===== config.mk =====
export PLATFORM = sky130hd
export DESIGN_NAME = n_bit_window_comparator_flat
export DESIGN_NICKNAME = d
export VERILOG_FILES = /design/src/rtl/n_bit_window_comparator_if.sv /design/src/rtl/n_bit_window_comparator.sv /design/src/flat_wrapper.sv
export SDC_FILE = /design/constraint.sdc
export NUM_CORES = 1
export LEC_CHECK = 0
export BUFFER_PORTS_ARGS = -buffer_cell sky130_fd_sc_hd__clkbuf_2
export CORE_MARGIN = 3
export CORE_UTILIZATION = 39
export DETAILED_ROUTE_END_ITERATION = 16
export PLACE_DENSITY = 0.6
export SLEW_MARGIN = 20
export SYNTH_ARGS = -nofsm -noshare
export SYNTH_HDL_FRONTEND = slang
export SYNTH_SLANG_ARGS = --single-unit

===== constraint.sdc =====
create_clock -name clk -period 2.9 [get_ports clk]
set_input_delay 0.145 -clock clk [delete_from_list [all_inputs] [get_ports clk]]
set_output_delay 0.145 -clock clk [all_outputs]
set_load 0.02 [all_outputs]

===== src/rtl/n_bit_window_comparator_if.sv =====
// Sample/result bundle for n_bit_window_comparator: operands in, one-hot
// relation plus persistence-filtered relation out.
interface n_bit_window_comparator_if #(
    parameter int WIDTH = 8
);
    logic             in_valid;
    logic [WIDTH-1:0] a;
    logic [WIDTH-1:0] b;
    logic             signed_mode;
    logic             out_valid;
    logic             a_gt_b;
    logic             a_lt_b;
    logic             a_eq_b;
    logic [1:0]       stable_rel;
    logic             rel_change;

    modport master (
        output in_valid, a, b, signed_mode,
        input  out_valid, a_gt_b, a_lt_b, a_eq_b, stable_rel, rel_change
    );

    modport slave (
        input  in_valid, a, b, signed_mode,
        output out_valid, a_gt_b, a_lt_b, a_eq_b, stable_rel, rel_change
    );
endinterface


===== src/rtl/n_bit_window_comparator.sv =====
// Registered signed/unsigned magnitude comparator with a persistence filter
// that publishes a relation only after PERSIST consecutive identical samples.
module n_bit_window_comparator #(
    parameter int WIDTH   = 8,
    parameter int PERSIST = 4
) (
    input  logic                         clk,
    input  logic                         rst,
    n_bit_window_comparator_if.slave     bus
);
    localparam int CNT_W = $clog2(PERSIST + 1);

    typedef enum logic [1:0] {
        REL_NONE = 2'b00,
        REL_LT   = 2'b01,
        REL_GT   = 2'b10,
        REL_EQ   = 2'b11
    } rel_e;

    logic             out_valid_q;
    logic             gt_q, lt_q, eq_q;
    rel_e             stable_q;
    logic             rel_change_q;
    rel_e             cand_q, cand_d;
    logic [CNT_W-1:0] cnt_q, cnt_d;
    rel_e             rel_d;
    logic             stable_upd;

    // NOTE: every signal written in always_comb gets a default first, so no
    // path leaves it unassigned and no latch is inferred.
    always_comb begin
        rel_d = REL_EQ;
        if (bus.signed_mode) begin
            if ($signed(bus.a) > $signed(bus.b))      rel_d = REL_GT;
            else if ($signed(bus.a) < $signed(bus.b)) rel_d = REL_LT;
        end else begin
            if (bus.a > bus.b)      rel_d = REL_GT;
            else if (bus.a < bus.b) rel_d = REL_LT;
        end

        // Saturate at PERSIST so long runs of one relation never wrap the count.
        cand_d = rel_d;
        cnt_d  = CNT_W'(1);
        if (rel_d == cand_q) begin
            cnt_d = (cnt_q == CNT_W'(PERSIST)) ? cnt_q : cnt_q + CNT_W'(1);
        end

        stable_upd = (cnt_d == CNT_W'(PERSIST)) && (rel_d != stable_q);
    end

    // NOTE: sequential state uses non-blocking assignments so every register
    // samples the pre-edge values, independent of statement order.
    // NOTE: every register, including filter state, is cleared on reset; there
    // is no storage array here that could be left unreset.
    always_ff @(posedge clk) begin
        if (rst) begin
            out_valid_q  <= 1'b0;
            gt_q         <= 1'b0;
            lt_q         <= 1'b0;
            eq_q         <= 1'b0;
            stable_q     <= REL_NONE;
            rel_change_q <= 1'b0;
            cand_q       <= REL_NONE;
            cnt_q        <= '0;
        end else begin
            out_valid_q  <= bus.in_valid;
            rel_change_q <= 1'b0;
            if (bus.in_valid) begin
                gt_q   <= (rel_d == REL_GT);
                lt_q   <= (rel_d == REL_LT);
                eq_q   <= (rel_d == REL_EQ);
                cand_q <= cand_d;
                cnt_q  <= cnt_d;
                if (stable_upd) begin
                    stable_q     <= rel_d;
                    rel_change_q <= 1'b1;
                end
            end
        end
    end

    assign bus.out_valid  = out_valid_q;
    assign bus.a_gt_b     = gt_q;
    assign bus.a_lt_b     = lt_q;
    assign bus.a_eq_b     = eq_q;
    assign bus.stable_rel = stable_q;
    assign bus.rel_change = rel_change_q;
endmodule


===== src/flat_wrapper.sv =====
// flat-port wrapper written by rule: the top's interface ports become plain ports
module n_bit_window_comparator_flat 
#(
    parameter int WIDTH   = 8,
    parameter int PERSIST = 4
)
  (clk, rst, bus_in_valid, bus_a, bus_b, bus_signed_mode, bus_out_valid, bus_a_gt_b, bus_a_lt_b, bus_a_eq_b, bus_stable_rel, bus_rel_change);
  n_bit_window_comparator_if #(.WIDTH(WIDTH)) bus_i ();
  input  logic clk;
  input  logic rst;
  input wire logic [$bits(bus_i.in_valid)-1:0] bus_in_valid;
  input wire logic [$bits(bus_i.a)-1:0] bus_a;
  input wire logic [$bits(bus_i.b)-1:0] bus_b;
  input wire logic [$bits(bus_i.signed_mode)-1:0] bus_signed_mode;
  output wire logic [$bits(bus_i.out_valid)-1:0] bus_out_valid;
  output wire logic [$bits(bus_i.a_gt_b)-1:0] bus_a_gt_b;
  output wire logic [$bits(bus_i.a_lt_b)-1:0] bus_a_lt_b;
  output wire logic [$bits(bus_i.a_eq_b)-1:0] bus_a_eq_b;
  output wire logic [$bits(bus_i.stable_rel)-1:0] bus_stable_rel;
  output wire logic [$bits(bus_i.rel_change)-1:0] bus_rel_change;
  assign bus_i.in_valid = bus_in_valid;
  assign bus_i.a = bus_a;
  assign bus_i.b = bus_b;
  assign bus_i.signed_mode = bus_signed_mode;
  assign bus_out_valid = bus_i.out_valid;
  assign bus_a_gt_b = bus_i.a_gt_b;
  assign bus_a_lt_b = bus_i.a_lt_b;
  assign bus_a_eq_b = bus_i.a_eq_b;
  assign bus_stable_rel = bus_i.stable_rel;
  assign bus_rel_change = bus_i.rel_change;
  n_bit_window_comparator #(.WIDTH(WIDTH), .PERSIST(PERSIST)) u_core (.clk(clk), .rst(rst), .bus(bus_i));
endmodule

Word level (Yosys, flattened, before mapping)
Index checks and enable logic that the tools add are counted.
{ "op_classes": {"mux": 8, "magnitude_cmp": 4, "eq_ne": 7, "add_sub_neg": 1, "n_bitwise": 1, "n_reduce_logical": 3} }
{ "op_table": {"columns": ["operator", "count"], "rows": [
  ["$gt 8x8->1", 2],
  ["$lt 8x8->1", 2],
  ["$mux 2", 5],
  ["$eq 3x3->1 const B", 2],
  ["$mux 3", 2],
  ["$eq 2x2->1 const B", 2],
  ["$add 3x1->3 const B", 1],
  ["$eq 2x1->1 const B", 1],
  ["$eq 2x2->1", 1],
  ["$ne 2x2->1", 1],
  ["$reduce_and 2->1", 1],
  ["$reduce_or 2->1", 1],
  ["$logic_and 1x1->1", 1],
  ["$mux 1", 1],
  ["$not 1->1", 1]
]} }
{ "word_totals": {"output_inout_bits": 7, "reg_bits": 12, "wordCells": 32} }

Depth between registers and ports, before layout
Gate-level depths: netlist of the first run.
{ "logic_depth": {"ltp_word": 9, "depth_mapped": 9} }

Least setup slack after synthesis of the first run
OpenSTA, ideal clock, no wires.
{ "synth_path": {"path_kind": "register to register", "from": "register u_core.cnt_q[0]", "to": "register u_core.stable_q[0] (netlist: u_core.bus.stable_rel[0])", "n_path_buf": 0, "setup_ps": 121, "t_arrival_ps": 1967, "stages_incl_launch_ff": 10, "required_ps": 2779, "path_slack_ps": 812, "path_cell_list": "dfxtp_1 -> inv_1 -> ha_1 -> nor2_1 -> mux2_2 -> a21oi_1 -> or2_2 -> a221oi_1 -> nand4_4 -> mux2_4"} }
{ "synth_via": {"elab_chain_len": 6} }
{ "synth_rtl": {"columns": ["element", "line_no", "rtl"], "rows": [
  ["start, declared", "n_bit_window_comparator.sv:25", "logic [CNT_W-1:0] cnt_q, cnt_d;"],
  ["start signal, assigned", "n_bit_window_comparator.sv:73", "cnt_q <= cnt_d;"],
  ["$add 3x1->3 / $eq 3x3->1 (equally long branches)", "n_bit_window_comparator.sv:45", "cnt_d = (cnt_q == CNT_W'(PERSIST)) ? cnt_q : cnt_q + CNT_W'(1);"],
  ["$mux 3 (*)", "n_bit_window_comparator.sv:45", null],
  ["$mux 3 (*)", "n_bit_window_comparator.sv:44", "if (rel_d == cand_q) begin"],
  ["$eq 3x3->1 (*)", "n_bit_window_comparator.sv:48", "stable_upd = (cnt_d == CNT_W'(PERSIST)) && (rel_d != stable_q);"],
  ["$logic_and 1x1->1 (*)", "n_bit_window_comparator.sv:48", null],
  ["$reduce_and 2->1 (no source line) (*)", null, null],
  ["end signal, assigned", "n_bit_window_comparator.sv:75", "stable_q <= rel_d;"],
  ["end, declared", "n_bit_window_comparator.sv:22", "rel_e stable_q;"]
]} }
Mark *: on every way between the ends. The rest lies on a longest branch, timed or not.
A chain may end at the register's enable or synchronous reset.

Final worst setup path of the first run
Same ends and word-level chain as after synthesis.

==> results of run 1 <==
==> metrics by stage <==
stage | instance area, µm² | util [%] | total power [mW]
after floorplan | 881 | - | 0.258
after global placement | 1040 | 50.8 | 0.287
after detailed placement | 1040 | 50.8 | 0.290
after CTS | 1070 | 52.6 | 0.423
after global routing | 1070 | 52.6 | 0.445
final | 1070 | 52.6 | 0.415
==> worst max-delay path: stages (launching register included) <==
cell      delay, ps
dfxtp_1         410
inv_1            60
ha_1            220
nor2_1          100
mux2_2          140
a21oi_1          50
or2_2           290
a221oi_1        350
nand4_4         160
mux2_4          320
==> placed cells by master, fill, tap and decap left out, drive strengths merged <==
cell	n
a21o	1
a31oi	2
a21oi	6
a221oi	1
and4	1
mux2i	3
a311o	1
nand4	3
nand4b	1
nor2b	5
nand3	1
and2	3
clkbuf	30
nand3b	1
o211ai	1
a2111oi	1
o21bai	1
xor2	1
a211oi	3
nand2	3
nor2	13
mux2	3
ha	10
or2	3
dfxtp	12
o2111ai	1
nand2b	1
inv	11
o311ai	1
and2b	1
==> Yosys cell counts (all sizes together), types with 5 or more instances <==
master  number
nor2b        5
a21oi        6
nor2        13
ha          10
inv         11
dfxtp       12
==> layer usage <==
metal | vias to the layer above | routed length [µm]
li1 | 398 | -
met1 | 348 | 748
met2 | 12 | 829
met3 | 2 | 91
met4 | 0 | 13
met5 | - | 0
==> area by class of cell <==
type	count	area, µm²
multi-input combinational	72	592
timing repair buffer	26	130
fill	214	968
sequential	12	240
inverter	11	41.3
clock buffer	4	36.3
tap	27	33.8
==> logic make-up after synthesis <==
logic type	count (synthesis)	synth area share, %
adders and majority gates	10	14.2
muxes	6	8.10
DFF	12	27.3
xor gates and xnor gates	1	0.994
buffers and inverters	13	5.54
and+or+nand+nor	36	23.9
AOI/OAI and AO/OA	19	20.0
==> where the power goes <==
group | switching (mW) | internal (mW)
logic | 0.0580 | 0.0478
clock network | 0.0546 | 0.0763
registers | 0.00630 | 0.172
==> sequential cells by signal, summed over array words and instances, names as in the netlist <==
signal	flops
u_core.bus.a_lt_b	1
u_core.bus.rel_change	1
u_core.cnt_q	3
u_core.bus.a_gt_b	1
u_core.bus.stable_rel	2
u_core.cand_q	2
u_core.bus.a_eq_b	1
u_core.bus.out_valid	1
==> worst paths after layout <==
check | endpoint | startpoint | slack [ps]
worst max register to register | u_core.bus.stable_rel[0] | u_core.cnt_q[0] | 680
worst min register to register | u_core.cnt_q[1] | u_core.cnt_q[1] | 500
worst min-delay path | u_core.cnt_q[1] | rst | 240
worst max-delay path | u_core.bus.stable_rel[0] | u_core.cnt_q[0] | 680
==> impl_results.md, run 1 <==
- Pleak: 0.515 nW
- VDD IR-drop max: 0.304 mV
- CP Launch Type: flop
- Pre-CTS WS: 602 ps
- DP HPWL: 1.42 mm
- Post-CTS Repair Setup Buffers: 0
- Hold_buf cts: 0
- Global-route usage over all layers: 13.9%
- Post-cts sizing count: 0
- Rows: 16
- Hold depth: 2
- Setup-failing EPs final: 0
- MaxCap Viol Count: 0
- Std-Cell Core Area: 2040 µm²
- Max transition margin: 73.1%
- Ys async rst share: 0%
- DRC: 0
- Final WL: 1.68 mm
- Synth top area share: 27.3%
- Hold Vio Cnt, Final: 0
- TritonCTS clock tree: yes
- Final period util: 76.6%
- Vias in the first global route: 720
- Initial DRT Pass Iterations: 2
- Die Ht: 53.5 µm
- Crit path DAT: 2380 ps
- First-pass GRT wire length: 2.83 mm
- TritonCTS Buffers: 3
- Pin count of the biggest net entering global routing: 16
- Clock Tree Buf Depth: 2
- Top cells by area, synth: dfxtp_1 (27%), ha_1 (14%), nor2_1 (5.5%)
- P per Cell Area: 387 nW/µm²
- CTS Sinks: 12
- Starting Density: 43.1%
- Global routing met3 resource utilization: 5.07%
- WHS: 245 ps
- Fraction of layout cells with a size suffix above 1: 32.8%
- Ant. Diodes: 0
- Worst Hold Class: input port to flop
- RSZ-0062 raised after global routing: no
- RePlAce Congestion: 0.700
- Worst Skew: 3.15 ps
- Clock root cell: clkbuf_4
- Syn nets: 127
- Outcome: finished, final reports clean
- Busiest grt layer: met2
- Grt total ovfl: 0
- TNS Setup: 0 ps
- Die area: 2860 µm²
- WL per Instance: 11.1 µm
- Global routing usage on met1: 14.8%
- Synth cell types: 37
- Ys flop type: dfxtp_1
- Yosys reg bits: 12
- Post-synth EDFFs: 0
- Inst Count DP: 148
- Synth Instances: 97
- Final Non-Filler Cells: 152
- Reg2Reg Depth: 9
- Area grow syn2layout: 21.9%
- DR iter-0 viols: 14
- Routed via count: 760
- Mapped Area: 881 µm²
- Crit Path Class: flop to flop
- Highest clock rate: 450 MHz
- Most area-hungry cell type in the Yosys netlist: dfxtp_1
- Worst EP required: 3060 ps
- Final net count: 156
- Final setup margin: 679 ps
- Clock transition at the registers of the reported paths: 80 ps
- H-tree depth: 1
- Detail Route Antenna Nets: 0
- Sequential share of the synthesized area: 27.3%
- Port bufs: 26
- GRT met2 Usage: 25.3%
- Synth warn: 0
- Final Critical Period: 2220 ps
- Critical Path End Type: flop
- Die X: 53.5 µm
- Worst Tran Pin Value: 404 ps
- Avg Cell Area, Syn: 9.08 µm²
- Vias per inst: 5.00
- Critical-path maximum fanout: 6
- Initial antenna violation count: 0
- IO Pins: 27
- Slew Limit Fails: 0
- Worst-Skew Late Latency: 270 ps
Power figures use the tool's default switching activity.
==> inputs of run 2 (changes only) <==
Settings changed: ABC_AREA from default to 1, PLACE_DENSITY 0.6 to 0.63.
Clock period 2.9 ns to 1.86 ns, I/O delays scaled along.
==> run 2 against run 1 <==
Utilization decreased by 0.57 points. Combinational power is 67% higher. Sequential cell count stayed put. Power up 58%. Worst hold slack lost 180 ps. Sequential share of layout area rose by 0.70 points. Highest routed layer unchanged. Sequential power increased by 55%. Largest power group unchanged. Final cell count increased by 13%. Die area fell by 4.1%. Area after synthesis shrank 4.5%.
==> impl_results.md, run 2 <==
- Ys flop type: dfxtp_1
- Pin count of the biggest net entering global routing: 8
- Critical-path maximum fanout: 4
- Most Frequent Cell on Critical Path: nand2_1
- Hold Vio Cnt, Final: 0
- Post-cts sizing count: 0
- TNS Setup: 0 ps
- Grt total ovfl: 0
- Top cells by area, synth: dfxtp_1 (29%), ha_1 (15%), inv_1 (11%)
- Ys async rst share: 0%
- Final WL: 1.64 mm
- Final Util: 52.0%
- Port bufs: 26
- Routed via count: 782
- Largest register by flop count: u_core.cnt_q
- Worst-Skew Late Latency: 270 ps
- Vias per inst: 4.57
- Yosys reg bits: 12
- Die area: 2750 µm²
- Slowest cell on crit path: ha_1
- Vias in the first global route: 746
- Detail Route Antenna Nets: 0
- Finished Cell Area: 1040 µm²
- Critical Path End Type: flop
- Outcome: finished, final reports clean
- Crit Path Class: input port to flop
- Setup-failing EPs final: 0
- Initial antenna violation count: 0
- Synth top area share: 28.6%
- Max FFs per register: 3
- Post-synth EDFFs: 0
- Sequential share of the synthesized area: 28.6%
- Max incr delay on CP: 300 ps
- P per Cell Area: 631 nW/µm²
- H-tree depth: 1
- Std-Cell Core Area: 2000 µm²
- Worst Tran Pin Value: 346 ps
- Final period util: 81.7%
- Highest clock rate: 658 MHz
- Max transition margin: 76.7%
- Die Ht: 52.4 µm
- Area grow syn2layout: 23.8%
- Synth cell types: 22
- Global-route usage over all layers: 13.8%
- Clock Tree Buf Depth: 2
- CP Launch Type: input port
- Worst Hold Class: input port to flop
- Final net count: 175
- Synth warn: 0
- CTS Sinks: 12
- DR iter-0 viols: 14
- Ant. Diodes: 0
- Post-CTS Repair Setup Buffers: 0
- Crit path DAT: 1690 ps
- RePlAce Congestion: 0.818
- Commonest non-fill, non-tap cell in the layout: clkbuf_2
- First-pass GRT wire length: 2.95 mm
- RSZ-0062 raised after global routing: no
- Most area-hungry cell type in the Yosys netlist: dfxtp_1
- IO Pins: 27
- Clock transition at the registers of the reported paths: 70 ps
- TritonCTS Buffers: 3
- Die X: 52.4 µm
- Initial DRT Pass Iterations: 4
- Pleak: 0.562 nW
- Clock root cell: clkbuf_4
- Synth Instances: 114
- Rows: 16
- VDD IR-drop max: 0.415 mV
- Worst-path cell chain: clkbuf_2 -> inv_1 -> ha_1 -> nand2_1 -> nor2_2 -> nand4_2 -> nand2_1 -> nand2_1 -> nand3_1 -> nand4_4 -> nor2_4 -> nand3_1 -> nand2_1 -> nor2_1
- Final Critical Period: 1520 ps
- Starting Density: 42.0%
- Syn nets: 144
- Mapped Area: 841 µm²
- MaxCap Viol Count: 0
- Fraction of layout cells with a size suffix above 1: 31.3%
- Hold_buf cts: 0
- Worst Skew: 1.41 ps
- DRC: 0
- WL per Instance: 9.58 µm
- Avg Cell Area, Syn: 7.38 µm²
- Post-Place Cell Area: 1000 µm²
- Worst EP required: 2030 ps
- Commonest non-fill, non-tap cells in the layout: clkbuf_2 (26), inv_1 (25), nand2_1 (24)
- Slew Limit Fails: 0
- DP HPWL: 1.44 mm
- TritonCTS clock tree: yes
- Top-count cell post-synth: inv_1
- Synth top cells by count: inv_1 (25), nand2_1 (24), dfxtp_1 (12), ha_1 (10)
==> run 2: cell types whose count changed in the layout (fill, tap and decap cells not counted), sizes merged, moves of 4 or more <==
| cell | delta |
|---|---|
| nand2 | +25 |
| nor2b | -5 |
| nand3 | +8 |
| o21ai | +4 |
| inv | +15 |
==> run 2: report_power, final <==
part | internal, mW | leakage, nW | switching, mW | total (mW)
Combinational | 0.0671 | 0.442 | 0.110 | 0.177
Clock | 0.119 | 0.0210 | 0.0836 | 0.203
Sequential | 0.269 | 0.0981 | 0.00742 | 0.277
==> run 2: area by class of cell <==
cell class / count / area (µm²)
Timing Repair Buffer: 26 / 130
Multi-Input combinational cell: 76 / 503
Sequential cell: 12 / 240
Fill cell: 209 / 961
Tap cell: 27 / 33.8
Clock buffer: 4 / 36.3
Inverter: 26 / 97.6
==> run 2: per-layer routing <==
layer,GRT usage [%],wire (µm),vias to the layer above
met5,0,0,-
met1,18.5,809,336
met3,3.42,100,2
li1,-,-,425
met2,22.9,719,19
met4,1.28,8,0
==> run 2: kinds of logic (layout without fill, tap and decap cells) <==
family	count (synthesis)	after routing	share of synthesized area, %
AOI/OAI and AO/OA	15	15	10.7
xor gates and xnor gates	1	1	1.04
adders and majority gates	10	10	14.9
buffers and inverters	26	56	11.6
DFF	12	12	28.6
and+or+nand+nor	50	50	33.2
==> run 2: per-stage QoR <==
stage | total power, mW | hold slack [ps] | std cells | setup WS (ps)
detailed placement | 0.462 | 356 | 167 | 63.6
finish | 0.657 | 63.9 | 171 | 341
CTS | 0.667 | 59.9 | 171 | 350
floorplan | 0.411 | 162 | 114 | 265
global placement | 0.458 | 353 | 167 | 67.2
global route | 0.704 | 69.9 | 171 | 156
==> run 2: worst max-delay path, delay by kind of cell <==
family                   cells  cell delay [ps]
AND/OR/NAND/NOR             11             1180
buffers and inverters        2              110
adder cells (fa/ha/maj)      1              300
==> run 2: worst paths after layout <==
check,slack (ps),start,end,depth (start not counted)
max,340,bus_b[7],u_core.bus.stable_rel[0],14
min,60,rst,u_core.bus.rel_change,2
max reg2reg,470,u_core.cnt_q[0],u_core.bus.stable_rel[0],9
min reg2reg,470,u_core.bus.a_eq_b,u_core.bus.a_eq_b,2
